## config.mk

```make
export PLATFORM = sky130hd
export DESIGN_NAME = alu_arbiter_flat
export DESIGN_NICKNAME = d
export VERILOG_FILES = /design/src/rtl/alu_arbiter_if.sv /design/src/rtl/alu_arbiter.sv /design/src/flat_wrapper.sv
export SDC_FILE = /design/constraint.sdc
export NUM_CORES = 1
export LEC_CHECK = 0
export CORE_MARGIN = 2
export CORE_UTILIZATION = 37
export DETAILED_ROUTE_END_ITERATION = 8
export HOLD_SLACK_MARGIN = 0.15
export PLACE_DENSITY = 0.81
export SLEW_MARGIN = 20
export SYNTH_ARGS = -nofsm -noshare
export SYNTH_HDL_FRONTEND = slang
export SYNTH_SLANG_ARGS = --single-unit
```

## constraint.sdc

```tcl
create_clock -name clk -period 2 [get_ports clk]
set_clock_uncertainty 0.2 [all_clocks]
set_input_delay 0.2 -clock clk [delete_from_list [all_inputs] [get_ports clk]]
set_output_delay 0.2 -clock clk [all_outputs]
set_load 0.01 [all_outputs]
```

## src/rtl/alu_arbiter_if.sv

```systemverilog
// Bundles the two requester handshakes, the shared result bus and the ALU drive/return signals.
// Latency: none, wiring only.
// Backpressure: carried by req_ready / rsp_ready inside the bundle.
interface alu_arbiter_if #(
  parameter int WIDTH = 32
);
  logic [1:0]       req_valid;
  logic [1:0]       req_ready;
  logic [3:0]       req_op0;
  logic [3:0]       req_op1;
  logic [WIDTH-1:0] req_a0;
  logic [WIDTH-1:0] req_a1;
  logic [WIDTH-1:0] req_b0;
  logic [WIDTH-1:0] req_b1;
  logic [4:0]       req_shamt0;
  logic [4:0]       req_shamt1;
  logic [1:0]       rsp_valid;
  logic [1:0]       rsp_ready;
  logic [WIDTH-1:0] rsp_out;
  logic             rsp_zero;
  logic [3:0]       alu_op;
  logic [WIDTH-1:0] alu_a;
  logic [WIDTH-1:0] alu_b;
  logic [4:0]       alu_shamt;
  logic [WIDTH-1:0] alu_out;
  logic             alu_zero;
  logic             busy;

  // Requesters plus the ALU itself: drive requests, accept results, return ALU outputs.
  modport master (
    output req_valid, req_op0, req_op1, req_a0, req_a1, req_b0, req_b1,
           req_shamt0, req_shamt1, rsp_ready, alu_out, alu_zero,
    input  req_ready, rsp_valid, rsp_out, rsp_zero, alu_op, alu_a, alu_b,
           alu_shamt, busy
  );

  // The arbiter: accepts requests, drives the ALU, returns results.
  modport slave (
    input  req_valid, req_op0, req_op1, req_a0, req_a1, req_b0, req_b1,
           req_shamt0, req_shamt1, rsp_ready, alu_out, alu_zero,
    output req_ready, rsp_valid, rsp_out, rsp_zero, alu_op, alu_a, alu_b,
           alu_shamt, busy
  );
endinterface

```

## src/rtl/alu_arbiter.sv

```systemverilog
// Shares one combinational ALU between two valid/ready requesters with round-robin fairness.
// Latency: accept at edge N, result captured at N+1, rsp_valid from cycle N+1; accepts >= 3 cycles apart.
// Backpressure: the result is held until the granted rsp_ready; no request is accepted meanwhile.
module alu_arbiter #(
  parameter int WIDTH = 32
) (
  input  logic         clk,
  input  logic         rst,
  alu_arbiter_if.slave bus
);

  typedef enum logic [1:0] {
    IDLE = 2'd0,
    EXEC = 2'd1,
    RESP = 2'd2
  } state_t;

  state_t           state;
  state_t           state_nxt;
  logic             grant;
  logic             last_grant;
  logic             winner;
  logic             accept;
  logic [1:0]       ready_c;
  logic [3:0]       op_q;
  logic [WIDTH-1:0] a_q;
  logic [WIDTH-1:0] b_q;
  logic [4:0]       shamt_q;
  logic [WIDTH-1:0] out_q;
  logic             zero_q;

  // Pick the winner: a lone requester wins, on contention the one not granted last time wins.
  always_comb begin
    winner = 1'b0;
    case (bus.req_valid)
      2'b10:   winner = 1'b1;
      2'b11:   winner = ~last_grant;
      default: winner = 1'b0;
    endcase
  end

  // State register.
  always_ff @(posedge clk) begin
    if (rst) begin
      state <= IDLE;
    end else begin
      state <= state_nxt;
    end
  end

  // Next state and request acceptance; ready depends only on state and req_valid.
  always_comb begin
    state_nxt = state;
    ready_c   = 2'b00;
    accept    = 1'b0;
    case (state)
      IDLE: begin
        if (|bus.req_valid) begin
          ready_c[winner] = 1'b1;
          accept          = 1'b1;
          state_nxt       = EXEC;
        end
      end
      EXEC:    state_nxt = RESP;
      RESP: begin
        if (bus.rsp_ready[grant]) begin
          state_nxt = IDLE;
        end
      end
      default: state_nxt = IDLE;
    endcase
  end

  // Operand latch on accept, result capture after the single EXEC cycle; ALU inputs are not cleared after use.
  always_ff @(posedge clk) begin
    if (rst) begin
      grant      <= 1'b0;
      last_grant <= 1'b1;
      op_q       <= '0;
      a_q        <= '0;
      b_q        <= '0;
      shamt_q    <= '0;
      out_q      <= '0;
      zero_q     <= 1'b0;
    end else begin
      if (accept) begin
        grant      <= winner;
        last_grant <= winner;
        op_q       <= winner ? bus.req_op1    : bus.req_op0;
        a_q        <= winner ? bus.req_a1     : bus.req_a0;
        b_q        <= winner ? bus.req_b1     : bus.req_b0;
        shamt_q    <= winner ? bus.req_shamt1 : bus.req_shamt0;
      end
      if (state == EXEC) begin
        out_q  <= bus.alu_out;
        zero_q <= bus.alu_zero;
      end
    end
  end

  assign bus.req_ready = ready_c;
  assign bus.rsp_valid = (state == RESP) ? (grant ? 2'b10 : 2'b01) : 2'b00;
  assign bus.rsp_out   = out_q;
  assign bus.rsp_zero  = zero_q;
  assign bus.alu_op    = op_q;
  assign bus.alu_a     = a_q;
  assign bus.alu_b     = b_q;
  assign bus.alu_shamt = shamt_q;
  assign bus.busy      = (state != IDLE);

endmodule

```

## src/flat_wrapper.sv

```systemverilog
// flat-port wrapper written by rule: the top's interface ports become plain ports
module alu_arbiter_flat 
#(
  parameter int WIDTH = 32
)
  (clk, rst, bus_req_valid, bus_req_op0, bus_req_op1, bus_req_a0, bus_req_a1, bus_req_b0, bus_req_b1, bus_req_shamt0, bus_req_shamt1, bus_rsp_ready, bus_alu_out, bus_alu_zero, bus_req_ready, bus_rsp_valid, bus_rsp_out, bus_rsp_zero, bus_alu_op, bus_alu_a, bus_alu_b, bus_alu_shamt, bus_busy);
  alu_arbiter_if #(.WIDTH(WIDTH)) bus_i ();
  input  logic clk;
  input  logic rst;
  input wire logic [$bits(bus_i.req_valid)-1:0] bus_req_valid;
  input wire logic [$bits(bus_i.req_op0)-1:0] bus_req_op0;
  input wire logic [$bits(bus_i.req_op1)-1:0] bus_req_op1;
  input wire logic [$bits(bus_i.req_a0)-1:0] bus_req_a0;
  input wire logic [$bits(bus_i.req_a1)-1:0] bus_req_a1;
  input wire logic [$bits(bus_i.req_b0)-1:0] bus_req_b0;
  input wire logic [$bits(bus_i.req_b1)-1:0] bus_req_b1;
  input wire logic [$bits(bus_i.req_shamt0)-1:0] bus_req_shamt0;
  input wire logic [$bits(bus_i.req_shamt1)-1:0] bus_req_shamt1;
  input wire logic [$bits(bus_i.rsp_ready)-1:0] bus_rsp_ready;
  input wire logic [$bits(bus_i.alu_out)-1:0] bus_alu_out;
  input wire logic [$bits(bus_i.alu_zero)-1:0] bus_alu_zero;
  output wire logic [$bits(bus_i.req_ready)-1:0] bus_req_ready;
  output wire logic [$bits(bus_i.rsp_valid)-1:0] bus_rsp_valid;
  output wire logic [$bits(bus_i.rsp_out)-1:0] bus_rsp_out;
  output wire logic [$bits(bus_i.rsp_zero)-1:0] bus_rsp_zero;
  output wire logic [$bits(bus_i.alu_op)-1:0] bus_alu_op;
  output wire logic [$bits(bus_i.alu_a)-1:0] bus_alu_a;
  output wire logic [$bits(bus_i.alu_b)-1:0] bus_alu_b;
  output wire logic [$bits(bus_i.alu_shamt)-1:0] bus_alu_shamt;
  output wire logic [$bits(bus_i.busy)-1:0] bus_busy;
  assign bus_i.req_valid = bus_req_valid;
  assign bus_i.req_op0 = bus_req_op0;
  assign bus_i.req_op1 = bus_req_op1;
  assign bus_i.req_a0 = bus_req_a0;
  assign bus_i.req_a1 = bus_req_a1;
  assign bus_i.req_b0 = bus_req_b0;
  assign bus_i.req_b1 = bus_req_b1;
  assign bus_i.req_shamt0 = bus_req_shamt0;
  assign bus_i.req_shamt1 = bus_req_shamt1;
  assign bus_i.rsp_ready = bus_rsp_ready;
  assign bus_i.alu_out = bus_alu_out;
  assign bus_i.alu_zero = bus_alu_zero;
  assign bus_req_ready = bus_i.req_ready;
  assign bus_rsp_valid = bus_i.rsp_valid;
  assign bus_rsp_out = bus_i.rsp_out;
  assign bus_rsp_zero = bus_i.rsp_zero;
  assign bus_alu_op = bus_i.alu_op;
  assign bus_alu_a = bus_i.alu_a;
  assign bus_alu_b = bus_i.alu_b;
  assign bus_alu_shamt = bus_i.alu_shamt;
  assign bus_busy = bus_i.busy;
  alu_arbiter #(.WIDTH(WIDTH)) u_core (.clk(clk), .rst(rst), .bus(bus_i));
endmodule
```

==> results of run 1 <==
## per-stage QoR
step / total power [W] / TNS (ns) / cells
final: 0.00584 / 0 / 1024
after global routing: 0.00609 / 0 / 1024
after CTS: 0.00588 / 0 / 1024
after detailed placement: 0.00418 / -0.0326 / 1007
after global placement: 0.00414 / -0.0390 / 1007
after floorplan: 0.00322 / 0 / 591
## cell usage in the layout (no fill, tap or decap), types with 2 or more instances in the layout
master and n:
clkdlybuf4s50_1 290, nand3_1 146, dfxtp_1 108, a31oi_1 73, nand2_1 67, o21ai_1 63, a21oi_1 35, buf_4 14
o21ai_0 10, clkbuf_16 9, buf_12 8, dlygate4sd2_1 4, nor3b_4 2, inv_1 2, nand2b_1 2, clkinvlp_4 2
inv_6 2, dfxtp_2 2
## cell type report
cell class	instances	area share [%]
flip-flops and latches	110	27.4
multi-input cells	411	26.5
well taps	168	2.61
clock buffers	10	2.85
inverters	2	0.0934
clock inverters	6	0.576
repair buffers	317	40.0
## registers in the layout, summed over array words and instances (netlist names)
register	flops
u_core.bus.alu_a	32
u_core.bus.alu_b	32
u_core.bus.alu_op	4
u_core.bus.alu_shamt	5
u_core.bus.rsp_out	32
u_core.bus.rsp_zero	1
u_core.grant	1
u_core.last_grant	1
u_core.state	2
## logic make-up (layout without fill, tap and decap cells)
group / Yosys count / in the layout / share of synthesized area (%)
compound gates: 182 / 182 / 21.6
buf+inv: 70 / 335 / 7.63
flops: 110 / 110 / 47.3
mux: 1 / 1 / 0.215
simple gates: 228 / 228 / 23.3
## power by group
group	leakage, nW	switching (W)	internal, W	total (W)
clock network	0.129	0.000853	0.000856	0.00171
logic	1.74	0.000750	0.000885	0.00163
registers	0.905	0.000108	0.00238	0.00249
total	2.77	0.00171	0.00413	0.00584
## path summary, 6_finish.rpt
check,from,to,slack [ns]
worst min register to register,u_core.bus.rsp_out[14]$_SDFFE_PP0N_,u_core.bus.rsp_out[14]$_SDFFE_PP0N_,0.26
worst min-delay path,bus_alu_zero,u_core.bus.rsp_zero$_SDFFE_PP0N_,0.20
worst max register to register,u_core.state[1]$_SDFFE_PP0P_,u_core.bus.alu_a[23]$_SDFFE_PP0P_,0.26
worst max-delay path,u_core.state[1]$_SDFFE_PP0P_,bus_rsp_valid[1],0.08
## worst reg2reg max path: stages (launching register included)
cell,delay [ns]
dfxtp_2,0.44
or2_2,0.18
buf_4,0.42
o21ai_0,0.21
a31oi_1,0.22
## routing by layer
metal / global-route usage (%) / up-vias / wire length (um)
met1: 27.2 / 2581 / 6520
met4: 15.2 / 0 / 860
li1: - / 2652 / -
met2: 44.2 / 321 / 8860
met5: 0 / - / 0
met3: 7.99 / 64 / 1700
## timing repair
action                                 in CTS  in global routing
endpoints found under the hold margin      31                  0
setup endpoints to repair                   5                  0
resized for setup                           6                  0
buffers inserted                            0                  0
hold buffers                                1                  0
==> reports/metrics.yaml, run 1 <==
status: "finished, final reports clean"
rsz0062_at_grt: "false"
gp_congestion: 0.829
synth_ff_type: "dfxtp_1"
setup_violations: 0
crit_family: "buffers and inverters"
core.rowCount: 40
postPlaceCellArea_um2: 7760
cts_buffers: 9
die-area_um2: 13500
drc_errors: 0
die_x_um: 116
worst_pin_slew_ns: 0.481
synth_top_cell_by_area: "dfxtp_1"
power.density_nw_per_um2: 726
multi_input_area_um2: 2130
drtIter0Drc: 543
yosysMostFrequentCell: "nand3_1"
timing.slew.headroom_pct: 67.9
coreArea_um2: 12200
r2r_cells: 4
slew_viol_final: 0
grt_antenna_before_repair: 0
drv_cap: 0
post-route-min-period_ns: 1.92
crit_path_cell_trace: "and3b_1 > clkdlybuf4s50_1"
final.period_utilization_pct: 95.8
yosysSeqAreaShare_pct: 47.3
grt_max_degree: 47
worstSetupPathDepth: 2
cp.required_ns: 1.60
synthesis.area_um2: 4660
hp-class: "in2reg"
yosysWarnings: 0
die_y_um: 116
first_global_vias: 5510
wl_per_cell_um: 17.5
netlist.area_leader.share_pct: 47.3
p_leak_nw: 2.77
crit_path_end_kind: "output pin"
root_buffer: "clkbuf_16"
final_nets: 1036
cts_tree: "done"
cts_buffer_depth: 2
dpl_worst_slack_ns: -0.0326
grt_overflow_total: 0
track_usage_pct: 25.5
ys_types: 25
hpwl_um: 12700
clk_pin_slew_worst_paths_ns: 0.07
finalWorstSetupSlack_ns: 0.0834
via_per_inst: 5.49
synthArstFlopShare_pct: 0
syn_area_per_cell_um2: 7.88
n_fill_cell: 981
syn_nets: 776
crit_buf_inv: 1
ant_nets: 0
yosys-top-cells-count: "nand3_1 (146), dfxtp_1 (110), a31oi_1 (73)"
max_freq_mhz: 522
finish.utilization_pct: 66.1
start_kind: "flip-flop"
hold-worst-slack_ns: 0.202
crit_path_top_delay_cell: "clkdlybuf4s50_1"
postSynthCellCount: 591
clkSinkCount: 110
seqCellArea_um2: 2200
firstDrtPassIters: 6
max_stage_delay_ns: 0.56
grt_pass1_wl_um: 27100
n_antenna_cell: 0
ir_drop_v: 0.000376
io_buffers: 295
min_delay_path_depth: 3
final-hold-violation-count: 0
synth_seq_cells: 110
synth_edf_count: 0
path_class: "reg2out"
cp_max_fo: 8
syn2layout_area_growth_pct: 72.6
worstSkewPairLatency_ns: 0.34
wirelength_um: 17900
synth.area.top_cells: "dfxtp_1 (47%), nand3_1 (16%), a31oi_1 (9.8%)"
routed-via-count: 5618
initial_core_util_pct: 38.3
ioPinCount: 296
ctsHtreeMaxLevel: 3
drive_above_1_share_pct: 5.37
fin_area_um2: 8040
worst_ep_arrival_time_ns: 1.52
(Power assumes the default switching activity.)
==> run 2, diff against run 1 <==
Settings changed: CORE_AREA set to 2 2 116 118, CORE_MARGIN 2 to unset, CORE_UTILIZATION 37 to unset, DIE_AREA set to 0 0 118 120, DONT_BUFFER_PORTS set to 1, PLACE_DENSITY 0.81 to unset.
==> run 2 against run 1 <==
The flow now finishes with violations (negative hold slack). Routed wire length decreased by 11%. Die area is 4.9% higher. Via count is 19% lower. Register-to-register slack got worse by 0.16 ns. Flip-flop and latch count unchanged. Cell area down 35%. Clock power increased by 9%. Setup slack improved by 0.019 ns. Hold slack lost 0.48 ns. Power shrank 9.1%. Highest routed layer unchanged.
==> reports/metrics.yaml, run 2 (synthesized netlist as in run 1, its figures left out) <==
status: "complete, but fails checks"
violations: "negative hold slack"
hp-class: "in2reg"
clk_pin_slew_worst_paths_ns: 0.08  # about the same
finish.utilization_pct: 40.2  # -26 points
crit_family: "buffers and inverters"
timing.slew.headroom_pct: 63.1  # -4.8 points
drive_above_1_share_pct: 7.47  # +2.1 points
ir_drop_v: 0.000392  # +4.4%
cts_tree: "done"
coreArea_um2: 13000  # +6.7%
cts_buffers: 9  # unchanged
first_global_vias: 4443  # -19%
crit_buf_inv: 2  # +1
core.rowCount: 42  # +5.0%
worstSkewPairLatency_ns: 0.34  # about the same
crit_path_cell_trace: "or2_2 > buf_12 > nor3_1 > dlygate4sd3_1"
drc_errors: 0  # unchanged
ctsHtreeMaxLevel: 3  # unchanged
root_buffer: "clkbuf_16"
syn2layout_area_growth_pct: 11.9
worst_ep_arrival_time_ns: 1.98  # +0.46 ns
worst_pin_slew_ns: 0.553  # +0.0722 ns
setup_violations: 0  # unchanged
slew_viol_final: 0  # unchanged
n_fill_cell: 1307  # +33%
hold-worst-slack_ns: -0.280  # -0.482 ns
m1WireLength_um: 6240  # -4.3%
ant_nets: 0  # unchanged
io_buffers: 0  # -100%
final_cell_mix: "nand3_1 (146), dfxtp_1 (108), a31oi_1 (73), nand2_1 (67), o21ai_1 (63)"
fin_setup_tns_ns: 0  # unchanged
path_class: "reg2reg"
grt_pass1_wl_um: 24300  # -10%
start_kind: "flip-flop"
post-route-min-period_ns: 1.90  # -0.0192 ns
grt_overflow_total: 0  # unchanged
final_nets: 743  # -28%
top_layer: "met4"
met3WireLength_um: 1620  # -4.4%
routed-via-count: 4549  # -19%
die-area_um2: 14200  # +4.9%
n_antenna_cell: 0  # unchanged
die_y_um: 120  # +3.3%
dpl_worst_slack_ns: 0.279  # +0.311 ns
dpl.cell_count: 713  # -29%
p_leak_nw: 1.72  # -38%
crit_path_end_kind: "flip-flop"
max_stage_delay_ns: 0.56  # about the same
clkSinkCount: 110  # unchanged
initial_core_util_pct: 35.9  # -2.4 points
grt_antenna_before_repair: 0  # unchanged
wl_met2_um: 7800  # -12%
firstDrtPassIters: 5  # -1
max_freq_mhz: 527  # +1.0%
cp_max_fo: 40  # +32
drv_cap: 0  # unchanged
final-hold-violation-count: 104  # +104
cts_buffer_depth: 2  # unchanged
cp.required_ns: 2.08  # +0.48 ns
power.density_nw_per_um2: 1020  # +40%
final.period_utilization_pct: 94.9  # -0.96 points
ioPinCount: 296  # unchanged
wl_per_cell_um: 21.5  # +23%
via_per_inst: 6.16  # +12%
crit_path_top_delay_cell: "dlygate4sd3_1"
final_cells: 738  # -28%
track_usage_pct: 21.5  # -3.9 points
hpwl_um: 9610  # -24%
drtIter0Drc: 387  # -29%
final_common_cell: "nand3_1"
gp_congestion: 0.755  # -9.0%
finalWorstSetupSlack_ns: 0.103  # +0.0192 ns
die_x_um: 118  # +1.5%
wirelength_um: 15900  # -11%
grt_max_degree: 111  # +140%
rsz0062_at_grt: "false"
-- run 2: worst paths after layout --
check	start	slack, ns	depth (start not counted)	endpoint
setup / recovery	u_core.state[1]$_SDFFE_PP0P_	0.10	4	u_core.state[0]$_SDFFE_PP0P_
hold / removal	rst	-0.28	1	u_core.bus.alu_op[0]$_SDFFE_PP0P_
setup reg to reg	u_core.state[1]$_SDFFE_PP0P_	0.10	4	u_core.state[0]$_SDFFE_PP0P_
hold reg to reg	u_core.bus.rsp_out[31]$_SDFFE_PP0N_	0.30	2	u_core.bus.rsp_out[31]$_SDFFE_PP0N_
-- run 2: final cells by class --
class | count | area (um^2) | share of cell area, %
inverters | 2 | 7.51 | 0.144
clock buffers | 11 | 253 | 4.85
well taps | 176 | 220 | 4.22
flip-flops and latches | 110 | 2200 | 42.3
repair buffers | 24 | 345 | 6.62
clock inverters | 4 | 55.1 | 1.06
multi-input cells | 411 | 2130 | 40.8
-- run 2: routing by layer --
layer | GRT usage [%] | vias to the layer above
li1 | - | 2070
met1 | 25.8 | 2158
met2 | 36.8 | 298
met3 | 6.51 | 23
met4 | 7.23 | 0
met5 | 0 | -
-- run 2: power breakdown --
| part | internal, W | total [W] | switching [W] |
|---|---|---|---|
| sequential | 0.00239 | 0.00262 | 0.000234 |
| clock | 0.00104 | 0.00187 | 0.000824 |
| combinational | 0.000321 | 0.000820 | 0.000499 |
-- run 2: per-stage QoR --
step,total power (W),cell area (um^2),hold WS (ns)
after floorplan,0.00322,4660,0.136
after global placement,0.00336,4730,0.0760
after detailed placement,0.00339,4730,0.0788
after CTS,0.00534,5180,-0.301
after global routing,0.00554,5210,-0.300
final,0.00530,5210,-0.280
-- run 2: repair_timing --
| action | CTS | global route |
|---|---|---|
| hold buffers | 5 | 1 |
| pin swaps | 1 | 1 |
| setup endpoints to repair | 2 | 7 |
| cloned | 3 | 0 |
| gates resized for setup | 1 | 4 |
| buffers inserted | 0 | 1 |
| hold endpoints to repair | 110 | 105 |
